`src/rtl/ts_pkg.sv`:
```
// Shared constants, state encoding and helpers for the TS transmit framer.
package ts_pkg;

    localparam int unsigned TS_PKT_LEN = 188;
    localparam logic [7:0]  TS_SYNC    = 8'h47;
    localparam logic [7:0]  TS_FILL    = 8'hFF;

    // Null-packet header bytes 2..4 (PID 0x1FFF, payload-only, CC 0); [2] is byte 2.
    localparam logic [2:0][7:0] TS_NULL_HDR = {8'h1F, 8'hFF, 8'h10};

    // FSM encoding kept as plain constants so legacy code can compare raw values.
    typedef logic [1:0] ts_state_t;
    localparam ts_state_t ST_IDLE = 2'd0;
    localparam ts_state_t ST_DATA = 2'd1;
    localparam ts_state_t ST_NULL = 2'd2;

    // Saturating increment for the 16-bit statistics counters.
    function automatic logic [15:0] sat_inc16(input logic [15:0] value);
        return (value == 16'hFFFF) ? value : value + 16'd1;
    endfunction

endpackage

```
`src/rtl/ts_null_pkt_rom.sv`:
```
// Combinational lookup: packet byte index -> byte of a TS null packet.
module ts_null_pkt_rom
    import ts_pkg::*;
#(
    parameter logic [7:0] SYNC_BYTE = TS_SYNC,
    parameter logic [7:0] FILL_BYTE = TS_FILL
) (
    input  logic [7:0] byte_index,
    output logic [7:0] null_byte
);

    // Sync, 3-byte null header, then fill for the rest of the packet.
    always_comb begin
        case (byte_index)
            8'd1:    null_byte = SYNC_BYTE;
            8'd2:    null_byte = TS_NULL_HDR[2];
            8'd3:    null_byte = TS_NULL_HDR[1];
            8'd4:    null_byte = TS_NULL_HDR[0];
            default: null_byte = FILL_BYTE;
        endcase
    end

endmodule

```
`src/rtl/ts_stream_tx.sv`:
```
// Transmit-side TS framer: constant-rate, sync-aligned 188-byte packet stream
// with null-packet insertion at boundaries and fill padding on underflow.
module ts_stream_tx
    import ts_pkg::*;
#(
    parameter int unsigned PKT_LEN   = TS_PKT_LEN,
    parameter logic [7:0]  SYNC_BYTE = TS_SYNC,
    parameter logic [7:0]  FILL_BYTE = TS_FILL
) (
    input  logic        DCLK,
    input  logic        RST,
    input  logic        ENABLE,
    input  logic        BYTE_EN,
    input  logic [7:0]  IN_DATA,
    input  logic        IN_VALID,
    input  logic        IN_PSYNC,
    output logic        IN_READY,
    output logic [7:0]  DATA_OUT,
    output logic        DVALID_OUT,
    output logic        PSYNC_OUT,
    output logic [7:0]  BYTE_INDEX,
    output logic        UNDERFLOW,
    output logic        DROP,
    output logic [15:0] NULL_CNT,
    output logic [15:0] UFLOW_CNT
);

    localparam logic [7:0] LAST_IDX = 8'(PKT_LEN);

    ts_state_t  state;
    logic       pkt_uflow;
    logic [7:0] next_index;
    logic [7:0] null_byte;
    logic       boundary;
    logic       in_psync_valid;
    logic       in_payload;

    assign next_index     = BYTE_INDEX + 8'd1;
    assign boundary       = BYTE_EN && ((state == ST_IDLE) || (BYTE_INDEX == LAST_IDX));
    assign in_psync_valid = IN_VALID && IN_PSYNC;
    assign in_payload     = IN_VALID && !IN_PSYNC;

    ts_null_pkt_rom #(
        .SYNC_BYTE (SYNC_BYTE),
        .FILL_BYTE (FILL_BYTE)
    ) u_null_rom (
        .byte_index (next_index),
        .null_byte  (null_byte)
    );

    // Upstream handshake: open at every enabled boundary, and inside a DATA
    // packet except when a new packet start must be held for the next boundary.
    always_comb begin
        // NOTE: default first so every path assigns IN_READY and no latch is inferred.
        IN_READY = 1'b0;
        if (RST && BYTE_EN) begin
            if (boundary) begin
                IN_READY = ENABLE;
            end else if (state == ST_DATA) begin
                IN_READY = !in_psync_valid;
            end
        end
    end

    // Framing FSM, byte counter, output register and statistics counters.
    // NOTE: RST is asynchronous; a reset mid-packet abandons the packet outright.
    always_ff @(posedge DCLK or negedge RST) begin
        if (!RST) begin
            state      <= ST_IDLE;
            pkt_uflow  <= 1'b0;
            DATA_OUT   <= 8'h00;
            DVALID_OUT <= 1'b0;
            PSYNC_OUT  <= 1'b0;
            BYTE_INDEX <= 8'd0;
            UNDERFLOW  <= 1'b0;
            DROP       <= 1'b0;
            NULL_CNT   <= 16'd0;
            UFLOW_CNT  <= 16'd0;
        end else begin
            // NOTE: non-blocking throughout; these pulse defaults are overridden below.
            DVALID_OUT <= 1'b0;
            PSYNC_OUT  <= 1'b0;
            UNDERFLOW  <= 1'b0;
            DROP       <= 1'b0;
            if (boundary) begin
                pkt_uflow <= 1'b0;
                if (!ENABLE) begin
                    state      <= ST_IDLE;
                    BYTE_INDEX <= 8'd0;
                end else begin
                    BYTE_INDEX <= 8'd1;
                    DATA_OUT   <= SYNC_BYTE;
                    DVALID_OUT <= 1'b1;
                    PSYNC_OUT  <= 1'b1;
                    if (in_psync_valid) begin
                        state <= ST_DATA;
                    end else begin
                        state    <= ST_NULL;
                        NULL_CNT <= sat_inc16(NULL_CNT);
                        DROP     <= IN_VALID;
                    end
                end
            end else if (BYTE_EN) begin
                BYTE_INDEX <= next_index;
                DVALID_OUT <= 1'b1;
                if (state == ST_DATA) begin
                    if (in_payload) begin
                        DATA_OUT <= IN_DATA;
                    end else begin
                        DATA_OUT  <= FILL_BYTE;
                        UNDERFLOW <= 1'b1;
                    end
                    if (next_index == LAST_IDX) begin
                        if (pkt_uflow || !in_payload) begin
                            UFLOW_CNT <= sat_inc16(UFLOW_CNT);
                        end
                        pkt_uflow <= 1'b0;
                    end else if (!in_payload) begin
                        pkt_uflow <= 1'b1;
                    end
                end else begin
                    DATA_OUT <= null_byte;
                end
            end
        end
    end

endmodule

```
`config.mk`:
```
export PLATFORM = sky130hd
export DESIGN_NAME = ts_stream_tx
export DESIGN_NICKNAME = d
export VERILOG_FILES = /design/src/rtl/ts_pkg.sv /design/src/rtl/ts_null_pkt_rom.sv /design/src/rtl/ts_stream_tx.sv
export SDC_FILE = /design/constraint.sdc
export NUM_CORES = 1
export LEC_CHECK = 0
export CAP_MARGIN = 20
export CORE_MARGIN = 10
export CORE_UTILIZATION = 45
export DETAILED_ROUTE_END_ITERATION = 16
export PLACE_DENSITY_LB_ADDON = 0.05
export SLEW_MARGIN = 20
export SYNTH_ARGS = -nofsm -noshare
export SYNTH_HDL_FRONTEND = slang
export SYNTH_HIERARCHICAL = 1
export SYNTH_SLANG_ARGS = --single-unit
```
`constraint.sdc`:
```
create_clock -name DCLK -period 2 [get_ports DCLK]
set_input_delay 0.2 -clock DCLK [delete_from_list [all_inputs] [get_ports DCLK]]
set_output_delay 0.2 -clock DCLK [all_outputs]
set_load 0.02 [all_outputs]
```
==> Word level (Yosys, flattened, before mapping) <==
Cells that the tools add are included.
{ "word_totals": {"inputBits": 14, "romBits": 0, "reg_bits": 55, "latch_bits": 0, "mem_bits_rw": 0, "memories": 0} }
{ "classes": {"bitwise_logic": 4, "addsub": 3, "mux": 30, "magnitude_cmp": 0, "reduce_logical": 16, "n_eq_ne": 10, "div_mod_pow": 0, "n_mul": 0, "shift": 0} }
{ "op_table": {"columns": ["op", "n"], "rows": [
  ["two-way mux 8 bit", 7],
  ["adder 16 x 1 -> 16 bit, second input constant", 2],
  ["equality test 16 bit, second input constant", 2],
  ["case mux 8 bit (3 select lines)", 1],
  ["two-way mux 1 bit", 20],
  ["equality test 8 bit, second input constant", 2],
  ["adder 8 x 1 -> 8 bit, second input constant", 1],
  ["equality test 8 x 1 -> 1 bit, second input constant", 1],
  ["equality test 8 x 2 -> 1 bit, second input constant", 1],
  ["equality test 8 x 3 -> 1 bit, second input constant", 1],
  ["AND reduction 6 bit", 1],
  ["logical AND 1 bit", 4],
  ["two-way mux 2 bit", 2],
  ["NOT 1 bit", 4],
  ["AND reduction 4 bit", 1],
  ["nonzero test 2 bit", 2],
  ["zero test 1 bit", 3],
  ["!= test 3 x 2 -> 1 bit, second input constant", 1],
  ["AND reduction 3 bit", 1],
  ["equality test 2 x 1 -> 1 bit, second input constant", 1],
  ["zero test 2 bit", 1],
  ["logical OR 1 bit", 2],
  ["!= test 2 bit, second input constant", 1],
  ["AND reduction 2 bit", 1]
]} }

==> Depth between registers and ports, before layout <==
Gate-level depths: netlist of the first run.
{ "depth": {"depth_word": 7, "mapped_depth": 9} }

==> Modules after synthesis <==
The synthesis of the first run kept the hierarchy.
{ "modules_own_cells": {"columns": ["mod", "area_each_um2", "instances", "cells_per_inst"], "rows": [
  ["ts_stream_tx", 2681.3, 1, 260],
  ["ts_null_pkt_rom", 101.3, 1, 16]
]} }

==> Least setup slack after synthesis of the first run <==
No wires, ideal clock.
{ "synth_path": {"path_type": "register to register", "start": "register BYTE_INDEX[2]", "end": "register DATA_OUT[1]", "arrival_time_ns": 2.172, "period_less_slack_ns": 2.304, "stages_incl_launch_ff": 10, "setup_slack_ns": -0.304, "path_cell_list": "dfrtp_1 -> and4_4 -> nand4_1 -> xnor2_1 -> or4_1 -> nor2_4 -> nand2_1 -> buf_4 -> o22ai_1 -> a21oi_1"} }
{ "synth_via": {"elab_chain_cells": 6, "elab_cells_between_ends": 14} }
{ "synth_lines": {"columns": ["item", "line", "rtl"], "rows": [
  ["from (decl)", "ts_stream_tx.sv:21", "output logic [7:0] BYTE_INDEX,"],
  ["from (signal assigned)", "ts_stream_tx.sv:104", "BYTE_INDEX <= next_index;"],
  ["adder 8 x 1 -> 8 bit (*)", "ts_stream_tx.sv:38", "assign next_index = BYTE_INDEX + 8'd1;"],
  ["net next_index[7]", "ts_stream_tx.sv:32", "logic [7:0] next_index;"],
  ["equality test 8 x 3 -> 1 bit, or another cell as far along", "ts_null_pkt_rom.sv:14", "case (byte_index)"],
  ["case mux 8 bit (3 select lines) (*)", "ts_null_pkt_rom.sv:14", null],
  ["net null_byte[1]", "ts_stream_tx.sv:33", "logic [7:0] null_byte;"],
  ["two-way mux 8 bit (*)", "ts_stream_tx.sv:106", "if (state == ST_DATA) begin"],
  ["two-way mux 8 bit (*)", "ts_stream_tx.sv:103", "end else if (BYTE_EN) begin"],
  ["two-way mux 8 bit (*)", "ts_stream_tx.sv:85", "if (boundary) begin"],
  ["to (signal assigned)", "ts_stream_tx.sv:122", "DATA_OUT <= null_byte;"],
  ["to (decl)", "ts_stream_tx.sv:18", "output logic [7:0] DATA_OUT,"]
]} }
The timed path passes the listed nets; every way through them passes the cells marked *. The select of a mux whose other input is x is not followed.
A chain may end at the register's enable or synchronous reset.

==> Worst setup path after layout of the first run <==
{ "layout_path": {"start": "register BYTE_INDEX[2]", "end": "register DATA_OUT[1]"} }
{ "layout_via": {"elab_chain_cells": 6, "elab_cells_between_ends": 14} }
{ "layout_lines": {"columns": ["item", "line"], "rows": [
  ["adder 8 x 1 -> 8 bit (*)", "ts_stream_tx.sv:38"],
  ["net next_index[6]", "ts_stream_tx.sv:32"],
  ["equality test 8 x 3 -> 1 bit, or another cell as far along", "ts_null_pkt_rom.sv:14"],
  ["case mux 8 bit (3 select lines) (*)", "ts_null_pkt_rom.sv:14"],
  ["two-way mux 8 bit (*)", "ts_stream_tx.sv:106"],
  ["two-way mux 8 bit (*)", "ts_stream_tx.sv:103"],
  ["two-way mux 8 bit (*)", "ts_stream_tx.sv:85"]
]} }
Marks and branches as above.

==> impl_results.md, run 1 <==
- Status: complete, but fails checks
- Failing checks: setup timing
- Kind of critical path: flip-flop to flip-flop
- Die width: just under 100 µm
- Post-synth top area share: 49.5%
- Area leader, netlist: dfrtp_1
- Row cnt: 28
- Comb pwr share: approximately 43%
- CP required: roughly 2.2 ns
- Final Critical Period: roughly 2 ns
- Post-Route Setup TNS: -0.00331 ns
- Die height: roughly 100 µm
- Max Freq: 499 MHz
- Vias in the first global route: around 2500
- Reg clk slew, reported paths: about 0.1 ns
- Max cap viols: 0
- Avg Cell Area, Syn: roughly 10 µm²
- Seq cells post-synth: 55
- Post-CTS Hold Buffers: 0
- Initial Util: between 40% and 50%
- Most frequent cells in the layout: 64 x clkdlybuf4s50_1, 49 x dfrtp_1, 48 x buf_4
- Post-synth ARST share: 100%
- RSZ-0062 raised after global routing: true
- Proportion of power drawn by the clock network: roughly a fifth
- Switching Fraction: 35.4%
- Clock Tree Buf Depth: 2
- Primary FF master, synth: dfrtp_1
- CTS buffer count: 5
- LEAKAGE: ~1.7 nW
- Final hold violations: 0
- Initial DRC count: 36
- Layout Cells excl Fill: 465
- Crit share post-route: 100%
- Worst Path Arrival: ~2.2 ns
- Ranking of synthesized cells by area: dfrtp_1 49%, xnor2_1 9.8%, nand2_1 5.1%
- Startpoint type of the worst setup path: flip-flop
- ANT cells: 0
- Area grow syn2layout: 44.2%
- Largest net degree at the start of global routing: between 50 and 60
- Mapped Area: 2780 µm²
- First-pass GRT wire length: ~12 mm
- Post-synth cell types: between 40 and 50
- Number of synthesized flops with an enable pin: 0
- Grt ovf: 0
- Syn nets: approximately 290
- Cells after Synth: between 200 and 300
- CP Max Fanout: 5
- Least-Margin Pin Slew: between 0.6 and 0.7 ns
- PnR worst setup slack: -0.00331 ns
- WP buf/inv: 0
- Fillers: 505
- I/O pin total: 67
- Core area: between 5000 and 6000 µm²
- Die area: between 9000 and 10000 µm²
- CTS H-tree depth: 2
- CP Cell Sequence: and4_4 -> nand2_1 -> xnor2_1 -> or4_4 -> nor2_4 -> nand2_2 -> o22ai_1 -> a21oi_1
- Slew Limit Headroom: 54.0%
- Worst VDD drop: about 0.74 mV
- Vias/cell: 5.15
- DRC: 0
- Switching power: between 1 and 1.5 mW
- Initial antenna violation count: 0
- Sinks on the clock net: between 50 and 60
- Drt pass-1 iters: 4
- Clock network latency to the later pin of the worst-skew pair: roughly 0.31 ns
- Pwr dens: 939 nW/µm²
- Placed Cells: 450
- Clock root cell: clkbuf_8
- Reg power frac: about two fifths
- WL final: 6.99 mm
- Crit. End Element: flip-flop
- Critical path's slowest cell: or4_4
- Sequential share of the synthesized area: 49.5%
- Final setup fails: 1
- Clk_skew: roughly 0.013 ns
- Antenna Nets Post-Route: 0
- DR vias: between 2000 and 2500
- WL/cell: 15.0 µm
- P_int: ~2.4 mW
- GRT Total Usage: roughly 15%
- Max Slew Vio Count: 0
- CP top delay family: simple AND/OR/NAND/NOR gates
- Syn. warnings: 6
- Placer Congestion: around 0.89
- CTS tree: done
- Critical Path Max Stage Delay: approximately 0.5 ns
- Share of cells above drive strength 1: 21.5%
- Final layout net count: between 400 and 500
- Number of port buffers: 66
- Hold Path Class: input pin to asynchronous set/reset pin
- Commonest non-fill, non-tap cell in the layout: clkdlybuf4s50_1
- Placed wire-length estimate: approximately 5.4 mm
-- cell type report --
cell class	instances	area, µm²	area share (%)
Sequential cell	55	1380	34.5
Multi-Input combinational cell	205	1380	34.3
Timing Repair Buffer	115	1020	25.5
Tap cell	75	93.8	2.34
Clock buffer	5	68.8	1.71
Clock inverter	2	37.5	0.935
Inverter	8	30.0	0.748
-- final timing paths --
kind                                from            end  slack [ns]  cells after the start
max                        BYTE_INDEX[2]    DATA_OUT[1]      -0.003                      8
min reg2reg                  DATA_OUT[4]    DATA_OUT[4]        0.49                      2
max in group asynchronous            RST  BYTE_INDEX[2]        1.43                      2
max reg2reg                BYTE_INDEX[2]    DATA_OUT[1]      -0.003                      8
min                                  RST   UFLOW_CNT[0]        0.07                      2
min in group DCLK            DATA_OUT[4]    DATA_OUT[4]        0.49                      2
-- cell families (layout without fill, tap and decap cells) --
kind of cell               count (synthesis)  in the layout  synth area share [%]
xor gates and xnor gates                  35             35                  11.0
buffers and inverters                     16            130                  2.88
adders and majority gates                  4              4                  1.80
and+or+nand+nor                          119            119                  23.5
muxes                                      2              2                 0.809
DFF                                       55             55                  49.5
AOI/OAI and AO/OA                         45             45                  10.6
-- stage by stage --
stage               instance area [µm²]  worst slack [ns]  power [mW]  utilization [%]  hold slack (ns)
floorplan                          2800            -0.119        2.35                -          -0.0956
global placement                   3810           -0.0133        2.95             64.0            0.439
detailed placement                 3810           -0.0654        2.98             64.0            0.441
CTS                                3970           0.00564        3.78             66.6           0.0967
global route                       4010            -0.137        4.02             67.4            0.122
finish                             4010          -0.00331        3.77             67.4           0.0739
-- power groups by stage --
stage | clock, mW | combinational, mW | sequential, mW
after detailed placement | 0 | 1.54 | 1.45
after floorplan | 0 | 0.733 | 1.61
after global placement | 0 | 1.50 | 1.44
final | 0.728 | 1.60 | 1.44
after global routing | 0.800 | 1.76 | 1.46
after CTS | 0.754 | 1.59 | 1.43
-- cells in the mapped netlist (2+ instances only) --
cell	number
o21ai_0	16
o2111ai_1	2
nor2b_1	4
and4_1	3
nand4_1	9
xnor2_1	31
nand2_1	38
nand3_1	21
buf_4	3
a21oi_1	7
nor3b_1	3
and3_1	6
clkbuf_1	3
nand2b_1	4
nor2_1	15
a31oi_1	5
xor2_1	4
inv_1	8
ha_1	4
nor3_1	2
o22ai_1	8
dfrtp_1	55
-- registers in the layout, indices dropped and copies added, names as in the netlist --
signal,cells
NULL_CNT,16
UFLOW_CNT,16
BYTE_INDEX,8
DATA_OUT,8
state,2
DROP,1
DVALID_OUT,1
PSYNC_OUT,1
UNDERFLOW,1
pkt_uflow,1
-- metal layers --
metal	global-route usage [%]	share of wire [%]	wire length (µm)
met1	18.6	46	3180
met2	23.7	47	3270
met3	5.24	6.5	457
met4	4.30	1.1	79
met5	0	0	0
-- what timing repair did --
item	in CTS	in global routing
cloned	0	0
gates resized for setup	8	4
endpoints found under the hold margin	0	0
buffers inserted	4	4
endpoints found under the setup margin	12	26
pin swaps	2	9
No activity file was read; power rests on OpenSTA's default activity.
==> inputs of run 2 (changes only) <==
CORE_UTILIZATION = 38   (was 45)
==> run 2 against run 1 <==
Effect of this change: the flow still finishes with violations (setup timing); first-iteration DRC count rose by 58%; sequential cell count did not move; die area rose by 15%; register-to-register slack got worse by 0.05 ns; largest cell class is now multi-input gates.
==> impl_results.md, run 2 (synthesis gave the netlist of run 1 again) <==
- Final layout net count: 400 (-2.0%)
- PnR worst setup slack: -0.0535 ns (-0.0502 ns)
- Die area: 11100 µm² (+15%)
- Proportion of power drawn by the clock network: 19.6% (+0.3 points)
- I/O pin total: 67 (unchanged)
- Clock Tree Buf Depth: 2 (unchanged)
- First-pass GRT wire length: 11.7 mm (-3.8%)
- CP Max Fanout: 5 (unchanged)
- Switching Fraction: 34.6% (-0.73 points)
- Hold Path Class: input pin to asynchronous set/reset pin
- P_int: 2.56 mW (+5.1%)
- Pwr dens: 961 nW/µm² (+2.3%)
- Comb pwr share: 43.6% (+1.1 points)
- Post-CTS Hold Buffers: 0 (unchanged)
- Clock network latency to the later pin of the worst-skew pair: 0.31 ns (about the same)
- Initial antenna violation count: 0 (unchanged)
- Placed wire-length estimate: 5.29 mm (-1.6%)
- Biggest regs: NULL_CNT: 16 flops, UFLOW_CNT: 16 flops
- CTS H-tree depth: 2 (unchanged)
- CTS buffer count: 5 (unchanged)
- WP buf/inv: 0 (unchanged)
- Initial DRC count: 57 (+58%)
- Share of cells above drive strength 1: 22.7% (+1.2 points)
- Switching power: 1.36 mW (+1.8%)
- ANT cells: 0 (unchanged)
- Largest net degree at the start of global routing: 56 (unchanged)
- Max Freq: 487 MHz (-2.4%)
- CP Cell Sequence: and4_4 -> nand4_1 -> xnor2_1 -> or4_4 -> nor2_4 -> nand2_2 -> o22ai_1 -> a21oi_1
- Reg clk slew, reported paths: 0.10 ns (about the same)
- CP top delay family: simple AND/OR/NAND/NOR gates
- Die height: 106 µm (+7.0%)
- Startpoint type of the worst setup path: flip-flop
- Antenna Nets Post-Route: 0 (unchanged)
- Placed Cells: 468 (+4.0%)
- Fillers: 643 (+27%)
- Crit. End Element: flip-flop
- Failing checks: setup timing
- CP required: 2.19 ns (about the same)
- Area grow syn2layout: 46.5%
- Worst VDD drop: 0.623 mV (-16%)
- Worst Path Arrival: 2.24 ns (+0.05 ns)
- Final Critical Period: 2.05 ns (+0.0502 ns)
- Kind of critical path: flip-flop to flip-flop
- Vias/cell: 4.90 (-4.9%)
- Hold Worst Slack: 0.0637 ns (-0.0102 ns)
- Max Slew Vio Count: 0 (unchanged)
- GRT Total Usage: 12.4% (-2.5 points)
- DR vias: 2360 (-1.5%)
- Clk_skew: 0.00410 ns (-0.00857 ns)
- Most frequent cells in the layout: 64 x clkdlybuf4s50_1, 49 x dfrtp_1, 40 x buf_4
- Final hold violations: 0 (unchanged)
- Row cnt: 31 (+11%)
- Clock root cell: clkbuf_8
- Commonest non-fill, non-tap cell in the layout: clkdlybuf4s50_1
- Critical path's slowest cell: or4_4
- Pwr Total: 3.92 mW (+4.0%)
- Initial Util: 38.8% (-7.9 points)
- Grt ovf: 0 (unchanged)
- LEAKAGE: 1.66 nW (-0.98%)
- Critical Path Max Stage Delay: 0.44 ns (-0.06 ns)
- CTS tree: done
- Slew Limit Headroom: 53.9% (-0.084 points)
- Final setup fails: 8 (+7)
- Layout Cells excl Fill: 482 (+3.7%)
- Status: complete, but fails checks
- Die width: 106 µm (+7.0%)
- Crit share post-route: 103% (+2.5 points)
- Placer Congestion: 0.804 (-9.2%)
- Core area: 7180 µm² (+20%)
- DRC: 0 (unchanged)
- Sinks on the clock net: 55 (unchanged)
- Reg power frac: 36.8% (-1.3 points)
- WL/cell: 14.5 µm (-3.4%)
- Post-Route Setup TNS: -0.195 ns (-0.192 ns)
- Number of port buffers: 66 (unchanged)
- Vias in the first global route: 2352 (-7.2%)
- Drt pass-1 iters: 4 (unchanged)
- R2R Setup Slk: -0.05 ns (-0.05 ns)
- Max cap viols: 0 (unchanged)
- WL final: 7.00 mm (+0.13%)
- Least-Margin Pin Slew: 0.691 ns (+0.00126 ns)
- RSZ-0062 raised after global routing: true
-- run 2: changes by cell type in the layout (fill, tap and decap cells not counted), sizes merged --
| cell | previous run | this run |
|---|---|---|
| buf | 51 | 42 |
| clkbuf | 5 | 7 |
| clkinv | 0 | 1 |
| clkinvlp | 1 | 0 |
-- run 2: final cells by class --
class                           instances  area [µm²]  share of cell area, %
Tap cell                               99         124                   3.04
Multi-Input combinational cell        205        1440                   35.2
Clock buffer                            6        82.6                   2.03
Inverter                                8        30.0                  0.736
Clock inverter                          2        35.0                  0.859
Timing Repair Buffer                  107         986                   24.2
Sequential cell                        55        1380                   33.9
-- run 2: worst reg2reg max path, stage by stage (launching register included) --
cell     delay (ns)
dfrtp_2        0.43
and4_4         0.26
nand4_1        0.12
xnor2_1        0.16
or4_4          0.44
nor2_4         0.20
nand2_2        0.09
o22ai_1        0.16
a21oi_1        0.09
-- run 2: per-layer routing --
metal	vias up	global-route usage (%)	wire length [µm]
li1	1187	-	-
met1	1109	16.1	3160
met2	58	19.4	3290
met3	6	4.38	491
met4	0	2.90	62
met5	-	0	0
-- run 2: power groups by stage --
stage	combinational [mW]	sequential (mW)	clock [mW]
after floorplan	0.733	1.61	0
after global placement	1.50	1.45	0
after detailed placement	1.52	1.45	0
after CTS	1.54	1.43	0.805
after global routing	1.86	1.47	0.852
final	1.71	1.44	0.769
-- run 2: path summary, 6_finish.rpt --
kind | endpoint | cells past startpoint | start
setup / recovery | DATA_OUT[1] | 8 | BYTE_INDEX[2]
hold / removal | UFLOW_CNT[8] | 2 | RST
setup reg to reg | DATA_OUT[1] | 8 | BYTE_INDEX[2]
hold reg to reg | DATA_OUT[4] | 2 | DATA_OUT[4]
max in group asynchronous | BYTE_INDEX[1] | 2 | RST
min in group DCLK | DATA_OUT[4] | 2 | DATA_OUT[4]
-- run 2: timing repair --
item | CTS | global route
endpoints found under the setup margin | 11 | 18
cloned | 0 | 1
pin swaps | 1 | 7
resized for setup | 7 | 18
buffers inserted | 1 | 4
-- run 2: metrics by stage --
step           instance area (µm²)  util, %  setup WS (ns)
4_1_cts                       3930     54.8        -0.0144
2_1_floorplan                 2800        -         -0.119
6_report                      4080     56.8        -0.0535
3_5_place_dp                  3790     52.9        -0.0611
3_3_place_gp                  3790     52.9        -0.0761
5_1_grt                       4080     56.8         -0.124
==> inputs of run 3 (changes only) <==
CORE_ASPECT_RATIO = 1.25   (was not set)
clock period = 2.6 ns   (was 2 ns; I/O delays follow)
==> run 3 against run 2 <==
Effect of this change: the run now ends clean; routed wire length shrank 1.7%; worst setup slack gained 0.31 ns; die area grew 0.19%; power shrank 29%; clock-buffer cell count is the same; via count shrank 3.0%; sequential share of layout area grew 3.4 points; hold slack gained 0.053 ns; first-iteration DRC count grew 75%; clock skew grew 0.0068 ns; core utilization shrank 4.6 points; largest cell class is now registers.
==> impl_results.md, run 3 (synthesis gave the netlist of run 1 again) <==
- Grt ovf: 0 (unchanged)
- Hold Path Class: input pin to asynchronous set/reset pin
- CP Cell Sequence: inv_1 -> ha_1 -> a31o_2 -> and2_1 -> a31oi_1 -> nor2_1 -> dlygate4sd2_1
- Clock network latency to the later pin of the worst-skew pair: 0.30 ns (about the same)
- WL/cell: 15.7 µm (+7.9%)
- Clock root cell: clkbuf_8
- Max Freq: between 400 and 500 MHz
- Max cap viols: 0 (unchanged)
- Number of port buffers: 66 (unchanged)
- Post-CTS Setup Bufs: 0 (-1)
- First-pass GRT wire length: 11.3 mm (-3.9%)
- Status: finished clean
- Initial DRC count: 100 (+75%)
- R2R depth: 8 (unchanged)
- Share of cells above drive strength 1: 8.31% (-14 points)
- Area grow syn2layout: 32.5%
- Critical Path Max Stage Delay: 0.45 ns (about the same)
- Worst Path Arrival: 2.08 ns (-0.16 ns)
- Reg clk slew, reported paths: 0.10 ns (about the same)
- Die area: 11200 µm² (+0.19%)
- Post-CTS Hold Buffers: 0 (unchanged)
- Crit share post-route: approximately nine tenths
- Final Critical Period: about 2.3 ns
- RSZ-0062 raised after global routing: false
- Placed wire-length estimate: 5.19 mm (-1.9%)
- CTS tree: done
- Final hold violations: 0 (unchanged)
- R2R Setup Slk: 0.29 ns (+0.34 ns)
- Biggest regs: NULL_CNT: 16 flops, UFLOW_CNT: 16 flops
- CP required: 2.34 ns (+0.15 ns)
- Post-Route Setup TNS: 0 ns (+0.195 ns)
- Die height: 116 µm (+9.6%)
- Slew Limit Headroom: 52.7% (-1.2 points)
- Reg2Reg Capture Point: DATA_OUT[1]
- Placed cell area: 3550 µm² (-6.4%)
- Antenna Nets Post-Route: 0 (unchanged)
- Critical R2R Launch: BYTE_INDEX[2]
- Clk_skew: 0.0109 ns (+0.00680 ns)
- Critical path's slowest cell: dfrtp_2
- Worst VDD drop: 0.497 mV (-20%)
- ANT cells: 0 (unchanged)
- Commonest non-fill, non-tap cell in the layout: clkdlybuf4s50_1
- WL final: 6.88 mm (-1.7%)
- Most frequent cells in the layout: 64 x clkdlybuf4s50_1, 54 x dfrtp_1, 38 x nand2_1
- DR vias: 2290 (-3.0%)
- Kind of critical path: flip-flop to output port
- Fin util: 52.2% (-4.6 points)
- Area of the multi-input gates: 1330 µm² (-7.7%)
- Sequential cell area: 1380 µm² (-0.45%)
- Row cnt: 34 (+9.7%)
- GRT Total Usage: 12.6% (+0.22 points)
- Least-Margin Pin Slew: 0.710 ns (+0.0186 ns)
- Pwr dens: 758 nW/µm² (-21%)
- DRC: 0 (unchanged)
- Final instance area: 3690 µm² (-9.6%)
- Clock Tree Buf Depth: 2 (unchanged)
- CP Max Fanout: 6 (+1)
- Core area: 7060 µm² (-1.6%)
- Fillers: 669 (+4.0%)
- CTS buffer count: 5 (unchanged)
- Final layout net count: 366 (-8.5%)
- CTS H-tree depth: 2 (unchanged)
- Placer Congestion: 0.823 (+2.4%)
- Initial Util: 39.4% (+0.63 points)
- Largest net degree at the start of global routing: 56 (unchanged)
- Startpoint type of the worst setup path: flip-flop
- Max Slew Vio Count: 0 (unchanged)
- LEAKAGE: 1.49 nW (-10%)
- Initial antenna violation count: 0 (unchanged)
- Die width: 96.5 µm (-8.6%)
- Vias in the first global route: 2349 (-0.13%)
- I/O pin total: 67 (unchanged)
- Final setup fails: 0 (-8)
- Crit. End Element: output port
- Drt pass-1 iters: 4 (unchanged)
- Sinks on the clock net: 55 (unchanged)
- Vias/cell: 5.22 (+6.5%)
==> run 3: where the power goes <==
group	total, mW	internal, mW	leakage, nW	switching [mW]
clock	0.658	0.385	0.0654	0.273
sequential	1.11	0.980	0.726	0.133
combinational	1.02	0.471	0.695	0.551
total	2.79	1.84	1.49	0.957
==> run 3: critical path: cells and delay by family (launching register included) <==
kind	cells	cell delay [ns]
buffers and inverters	2	0.53
adder cells (fa/ha/maj)	1	0.27
AO/OA/AOI/OAI	2	0.25
AND/OR/NAND/NOR	2	0.28
flip-flops	1	0.45
==> run 3: how the worst max path moves through the flow <==
stage,start,end,slack (ns),cells after the start
2_1_floorplan,BYTE_INDEX[2],DATA_OUT[1],0.30,9
3_3_place_gp,BYTE_INDEX[0],IN_READY,0.32,7
3_5_place_dp,BYTE_INDEX[0],IN_READY,0.31,7
4_1_cts,BYTE_INDEX[0],IN_READY,0.18,7
5_1_grt,BYTE_INDEX[0],IN_READY,0.06,7
6_report,BYTE_INDEX[0],IN_READY,0.26,7
==> run 3: layout make-up <==
| class | count | share of cell area [%] |
|---|---|---|
| inverter | 8 | 0.815 |
| multi-input combinational | 205 | 36.0 |
| sequential | 55 | 37.4 |
| clock buffer | 6 | 1.97 |
| timing repair buffer | 73 | 19.2 |
| tap | 90 | 3.05 |
| clock inverter | 2 | 1.63 |
==> run 3: what timing repair did <==
item / in CTS / in global routing
gates resized for setup: 1 / 1
pin swaps: 0 / 0
endpoints found under the setup margin: 1 / 1
==> run 3: metal layers <==
metal  part of all wire (%)  routed length, µm  vias up  global-route usage [%]
met1                     43               2990     1122                    15.3
met2                     49               3340       51                    20.4
met4                   0.93                 64        0                    3.79
met5                      0                  0        -                       0
met3                    7.1                488        4                    4.47
li1                       -                  -     1113                       -
==> run 3: per-stage QoR <==
stage | power [mW] | cells | hold WS, ns | setup WS [ns]
6_report | 2.79 | 439 | 0.117 | 0.261
5_1_grt | 2.99 | 439 | 0.173 | 0.0565
4_1_cts | 2.84 | 439 | 0.159 | 0.179
3_5_place_dp | 2.16 | 431 | 0.476 | 0.305
3_3_place_gp | 2.16 | 431 | 0.476 | 0.317
2_1_floorplan | 1.78 | 276 | -0.0356 | 0.296
